===== src/rtl/expr_emitter.sv =====
// rtl/expr_emitter.sv - serializes a packed single-digit expression into an ASCII byte stream
module expr_emitter #(
  parameter int MAX_OPS = 4
) (
  input  logic                   clk,
  input  logic                   clr_n,
  input  logic                   start,
  input  logic [2:0]             num_ops,
  input  logic [4*MAX_OPS-1:0]   operands,
  input  logic [MAX_OPS-2:0]     operators,
  output logic                   busy,
  output logic                   out_valid,
  input  logic                   out_ready,
  output logic [7:0]             out_char,
  output logic                   out_last,
  output logic                   done,
  output logic                   err
);

  typedef enum logic [1:0] {IDLE, DIG, OP} state_t;

  localparam logic [2:0] MAX_N = 3'(MAX_OPS);

  state_t                 state, state_nx;
  logic [2:0]             idx, idx_nx;
  logic [2:0]             n_q;
  logic [4*MAX_OPS-1:0]   ops_q;
  logic [MAX_OPS-2:0]     opr_q;
  logic                   done_q, err_q;
  logic                   done_nx, err_nx;
  logic                   load;
  logic                   legal;
  logic [3:0]             cur_dig;
  logic                   cur_op;
  logic                   is_last;
  logic                   xfer;

  // Request legality: count in range and every used operand a decimal digit.
  always_comb begin
    legal = (num_ops != 3'd0) && (num_ops <= MAX_N);
    for (int i = 0; i < MAX_OPS; i++) begin
      if ((3'(i) < num_ops) && (operands[4*i +: 4] > 4'd9)) begin
        legal = 1'b0;
      end
    end
  end

  // Select the latched operand and operator addressed by the current index.
  always_comb begin
    cur_dig = 4'd0;
    cur_op  = 1'b0;
    for (int i = 0; i < MAX_OPS; i++) begin
      if (idx == 3'(i)) begin
        cur_dig = ops_q[4*i +: 4];
      end
    end
    for (int i = 0; i < MAX_OPS - 1; i++) begin
      if (idx == 3'(i)) begin
        cur_op = opr_q[i];
      end
    end
  end

  assign is_last = (idx == (n_q - 3'd1));
  assign xfer    = out_valid && out_ready;

  // Next-state logic and pulse generation.
  always_comb begin
    state_nx = state;
    idx_nx   = idx;
    load     = 1'b0;
    done_nx  = 1'b0;
    err_nx   = 1'b0;
    case (state)
      IDLE: begin
        if (start) begin
          if (legal) begin
            load     = 1'b1;
            idx_nx   = 3'd0;
            state_nx = DIG;
          end else begin
            err_nx = 1'b1;
          end
        end
      end
      DIG: begin
        if (xfer) begin
          if (is_last) begin
            state_nx = IDLE;
            idx_nx   = 3'd0;
            done_nx  = 1'b1;
          end else begin
            state_nx = OP;
          end
        end
      end
      OP: begin
        if (xfer) begin
          idx_nx   = idx + 3'd1;
          state_nx = DIG;
        end
      end
      default: begin
        state_nx = IDLE;
        idx_nx   = 3'd0;
      end
    endcase
  end

  // Output decode; the byte is a pure function of registered state so it holds while stalled.
  always_comb begin
    out_valid = (state != IDLE);
    busy      = (state != IDLE);
    out_last  = (state == DIG) && is_last;
    out_char  = 8'h00;
    if (state == DIG) begin
      out_char = 8'd48 + {4'd0, cur_dig};
    end else if (state == OP) begin
      out_char = cur_op ? 8'd42 : 8'd43;
    end
  end

  assign done = done_q;
  assign err  = err_q;

  // State, index, latched request and pulse registers.
  always_ff @(posedge clk) begin
    if (!clr_n) begin
      state  <= IDLE;
      idx    <= 3'd0;
      n_q    <= 3'd0;
      ops_q  <= '0;
      opr_q  <= '0;
      done_q <= 1'b0;
      err_q  <= 1'b0;
    end else begin
      state  <= state_nx;
      idx    <= idx_nx;
      done_q <= done_nx;
      err_q  <= err_nx;
      if (load) begin
        n_q   <= num_ops;
        ops_q <= operands;
        opr_q <= operators;
      end
    end
  end

endmodule

===== config.mk =====
export PLATFORM = sky130hd
export DESIGN_NAME = expr_emitter
export DESIGN_NICKNAME = d
export VERILOG_FILES = /design/src/rtl/expr_emitter.sv
export SDC_FILE = /design/constraint.sdc
export NUM_CORES = 1
export LEC_CHECK = 0
export CAP_MARGIN = 20
export CORE_MARGIN = 4
export CORE_UTILIZATION = 44
export CTS_CLUSTER_SIZE = 14
export DETAILED_ROUTE_END_ITERATION = 10
export PLACE_DENSITY_LB_ADDON = 0.25
export SLEW_MARGIN = 20
export SYNTH_ARGS = -nofsm -noshare
export SYNTH_HDL_FRONTEND = slang
export SYNTH_SLANG_ARGS = --single-unit

===== constraint.sdc =====
create_clock -name clk -period 1.7 [get_ports clk]
set_input_delay 0.17 -clock clk [delete_from_list [all_inputs] [get_ports clk]]
set_output_delay 0.17 -clock clk [all_outputs]
set_load 0.01 [all_outputs]

# Yosys cells after proc, flatten, opt, wreduce, memory -nomap -nowiden
# Cells that the tools add are included.
[word_totals]
register_bits = 29
word_cells = 76
inputBits = 26
out_inout_bits = 13
[classes]
n_reduce_logical = 15
mux = 31
add_sub_neg = 3
n_eq_ne = 11
order_cmp = 9
[op_table]
columns = ["op", "n"]
rows = [
  ["> comparator 4 bit, second input constant", 4],
  ["two-way mux 4 bit", 4],
  ["two-way mux 3 bit", 5],
  ["two-way mux 1 bit", 13],
  ["two-way mux 2 bit", 5],
  ["!= test 2 bit, second input constant", 5],
  ["case mux 3 bit (3 select lines)", 1],
  ["adder 6 x 4 -> 7 bit, first input constant", 1],
  ["logical AND 1 bit", 7],
  ["two-way mux 7 bit", 1],
  ["== test 3 x 2 -> 1 bit, second input constant", 2],
  ["less-than comparator 1 x 3 -> 1 bit, first input constant", 2],
  ["less-than comparator 2 x 3 -> 1 bit, first input constant", 2],
  ["two-way mux 6 bit", 1],
  ["case mux 2 bit (3 select lines)", 1],
  ["AND reduction 3 bit", 2],
  ["AND reduction 5 bit", 1],
  ["AND reduction 4 bit", 1],
  ["adder 3 x 1 -> 3 bit, second input constant", 1],
  ["== test 3 x 1 -> 1 bit, second input constant", 1],
  ["== test 3 bit", 1],
  ["less-or-equal comparator 3 bit, second input constant", 1],
  ["logical NOT 3 bit", 1],
  ["nonzero test 3 bit", 1],
  ["other kinds (5)", 5],
]

# Longest topological paths before layout
[depth]
depth_word = 9
mapped_depth = 8
ltp_nobuf = 7

# Least setup slack after synthesis
# Ideal clock, no wire load.
[synth_timing]
path_type = "reg2reg"
start = "register state[0]"
end = "register n_q[0]"
setup_ps = 116
stages_incl_launch_ff = 8
path_buffers = 1
arrival_time_ps = 1596
t_required_ps = 1584
slack_ps = -12
synth_period_minus_slack_ps = 1712
cell_sequence = "dfxtp_1 > inv_1 > ha_1 > inv_1 > nor4_4 > buf_6 > mux2i_1 > nor2b_1"
[synth_between]
elab_chain_cells = 2
[synth_rtl]
columns = ["element", "line", "text"]
rows = [
  ["from (decl)", "24", "state_t state, state_nx;"],
  ["from (signal assigned)", "137", "state <= state_nx;"],
  ["logical NOT 2 bit", "74", "case (state)"],
  ["two-way mux 1 bit", "74", ""],
  ["to (signal assigned)", "142", "n_q <= num_ops;"],
  ["to (decl)", "26", "logic [2:0] n_q;"],
]
# No other way between the ends.
# A chain may end at the register's enable or synchronous reset.

# Worst setup path after layout
[layout_timing]
start = "register idx[1]"
end = "output out_char[0]"
[layout_between]
elab_chain_cells = 7
word_cells_on_any_way = 15
cone_classes = "add/sub (1); eq/ne (3); mux (10); reduce/logical (1)"
[layout_rtl]
columns = ["element", "line", "text"]
rows = [
  ["from (decl)", "25", "logic [2:0] idx, idx_nx;"],
  ["from (signal assigned)", "138", "idx <= idx_nx;"],
  ["logical NOT 3 bit", "53, 58", ""],
  ["two-way mux 4 bit / two-way mux 1 bit (equally long branches) (3 in a row)", "53, 58", ""],
  ["two-way mux 4 bit / two-way mux 1 bit (equally long branches)", "53, 119", ""],
  ["adder 6 x 4 -> 7 bit / two-way mux 6 bit (equally long branches)", "117, 118", ""],
  ["two-way mux 7 bit (*)", "116", "if (state == DIG) begin"],
  ["to (decl)", "14", "output logic [7:0] out_char,"],
]
# Mark *: on every way between the ends. The rest lies on a longest branch, timed or not.

==> impl_metrics.json <==
{
  "ir_drop_uv": 446,
  "ff_latch_area_sq_um": 591,
  "fmax_mhz": 530,
  "p_per_area_mw_per_mm2": 700,
  "die_h_um": 68.9,
  "insertion_delay_ns": 0.28,
  "endpoint_kind": "primary output",
  "path_delay_family": "compound AO/OA/AOI/OAI gates",
  "drive_above_1_share_pct": 31.9,
  "fin_ws_ns": -0.186,
  "ios": 39,
  "clkTransAtPathRegs_ns": 0.06,
  "clkSinkCount": 29,
  "worstPathMaxFanout": 5,
  "cts_tree": "yes",
  "finalSetupViolCount": 6,
  "ant_nets": 0,
  "track_usage_pct": 20.5,
  "synth_cells": 176,
  "grt_overflow": 0,
  "grt_pass1_wl_um": 6940,
  "netlist_area_sq_mm": 0.00163,
  "clockBufferDepth": 2,
  "highest_layer": "met4",
  "critical_path_class": "reg -> out",
  "yosys_warnings": 0,
  "fin_nets": 275,
  "grt_antenna_before_repair": 0,
  "io_buffers": 36,
  "met1_length_um": 1850,
  "die_x_um": 68.9,
  "hold_viol": 0,
  "finalMaxSlewViolations": 0,
  "start_util_pct": 47.0,
  "final_cell_mix": "mux2i_1, buf_4, nor2b_1, dfxtp_1, clkdlybuf4s50_1",
  "rows": 21,
  "route.met2.wl_um": 2360,
  "ys_ff_latch": 29,
  "drtPass1Iterations": 4,
  "place_hpwl_um": 3170,
  "routed_wl_um": 4550,
  "status": "finished, violations left",
  "crit_buf_inv": 3,
  "grt_max_degree": 34,
  "core_sq_mm": 0.00347,
  "final_common_cell": "mux2i_1",
  "max_stage_delay_ns": 0.33,
  "finalCritPeriodShare_pct": 111,
  "synth_cell_types": 30,
  "area_delta_synth_final_pct": 50.9,
  "avgSynthCellArea_sq_um": 9.27,
  "yosysTopAreaCell": "dfxtp_1",
  "fin_setup_tns_ns": -0.842,
  "grt_pass1_vias": 1494,
  "multiInputGateArea_sq_mm": 0.00110,
  "arrival_ns": 1.72,
  "power_mw": 1.72,
  "violations": "setup timing",
  "path_cells": "inv_2 -> buf_6 -> ha_4 -> and3b_1 -> a21oi_1 -> o21ai_1 -> a22oi_1 -> mux2i_1 -> buf_2",
  "synth_area_leaders": "dfxtp_1, mux2i_1, nor2b_1, ha_1, a21oi_1",
  "gp_congestion": 0.836,
  "slowest_stage": "dfxtp_2",
  "routedWlPerCell_um": 16.0,
  "cts_buffers": 5,
  "drt_iter0_markers": 70,
  "via_per_inst": 5.18,
  "nFillCells": 246,
  "met3WireLength_um": 232,
  "cp.required_ns": 1.53,
  "root_buffer": "clkbuf_8",
  "die_area_sq_mm": 0.00475,
  "via_count": 1471,
  "num_antenna_cells": 0,
  "drc": 0,
  "yosysSeqAreaShare_pct": 35.6,
  "finalClockSkew_ns": 0.00388,
  "hold_class": "in -> reg",
  "p_leak_nw": 1.03,
  "cap_violations": 0,
  "cts-htree-levels": 2,
  "rsz0062_at_grt": "yes",
  "final.min_clock_period_ns": 1.89,
  "yosysTopAreaCellShare_pct": 35.6,
  "cts_hold_buf": 0,
  "cp-start-kind": "flop"
}
[cell usage after synthesis (all sizes together)]
cell type and count:
nor2b 23, dlygate4sd1 1, conb 1, or4b 1, ha 10, clkbuf 4, nor4 1, a21oi 11
xor2 2, or3 1, nand2 12, and2 1, inv 10, o2111a 1, dfxtp 29, a22oi 4
and3 1, and3b 4, buf 5, o221ai 1, nand4 1, nand3 2, mux2i 28, nand3b 2
xnor2 1, nor2 6, o21ai 10, o211ai 3
[worst reg2reg max path: stages (launching register included)]
cell	delay, ns
dfxtp_2	0.34
inv_2	0.04
ha_4	0.16
xnor2_4	0.12
o211ai_1	0.20
a21oi_2	0.07
buf_4	0.14
or4b_1	0.46
mux2i_1	0.15
[routing by layer]
layer  track usage [%]  up-vias
met5                 0        -
met4              7.30        0
met1              22.8      698
met2              36.8       38
li1                  -      724
met3              6.16       11
[cells by family after synthesis]
group / synth area share (%)
buffers and inverters: 6.52
multiplexers: 17.2
adder cells (fa/ha/maj): 7.67
AND/OR/NAND/NOR: 20.1
XOR/XNOR: 1.61
AO/OA/AOI/OAI: 11.1
other: 0.230
flip-flops: 35.6
[through the flow]
stage / instances / instance area, sq um / setup WS, ns / hold WS, ns / utilization, %
after floorplan: 177 / 1640 / 0.00821 / 0.322 / -
after global placement: 269 / 2150 / -0.378 / 0.464 / 61.9
after CTS: 279 / 2350 / -0.185 / 0.417 / 67.9
after global routing: 284 / 2460 / -0.266 / 0.267 / 71.0
final: 284 / 2460 / -0.186 / 0.235 / 71.0
after detailed placement: 269 / 2150 / -0.412 / 0.476 / 61.9
[where the power goes]
group	switching, mW	internal [mW]
Sequential	0.0228	0.709
Combinational	0.228	0.256
Clock	0.240	0.268
Total	0.491	1.23
[state kept, by name, indices dropped and copies added, names as in the netlist]
name   flops
n_q        3
opr_q      3
idx        3
done       1
err        1
ops_q     16
state      2
[repair_timing]
item / CTS / global route
endpoints found under the setup margin: 35 / 31
cloned: 1 / 1
pin swaps: 16 / 11
buffers inserted: 3 / 4
resized for setup: 63 / 23
[final cells by class]
class,instances,area share (%)
multi-input cells,128,44.6
repair buffers,65,24.5
flip-flops and latches,29,24.0
clock buffers,5,2.79
well taps,46,2.34
inverters,10,1.52
clock inverters,1,0.203
[path summary, 6_finish.rpt]
check	start	endpoint	slack (ns)	cells past startpoint
max	idx[1]	out_char[0]	-0.19	9
min	operands[14]	ops_q[14]	0.23	3
max reg2reg	n_q[1]	state[1]	-0.07	8
min reg2reg	idx[2]	idx[2]	0.48	2
Power figures use the tool's default switching activity.
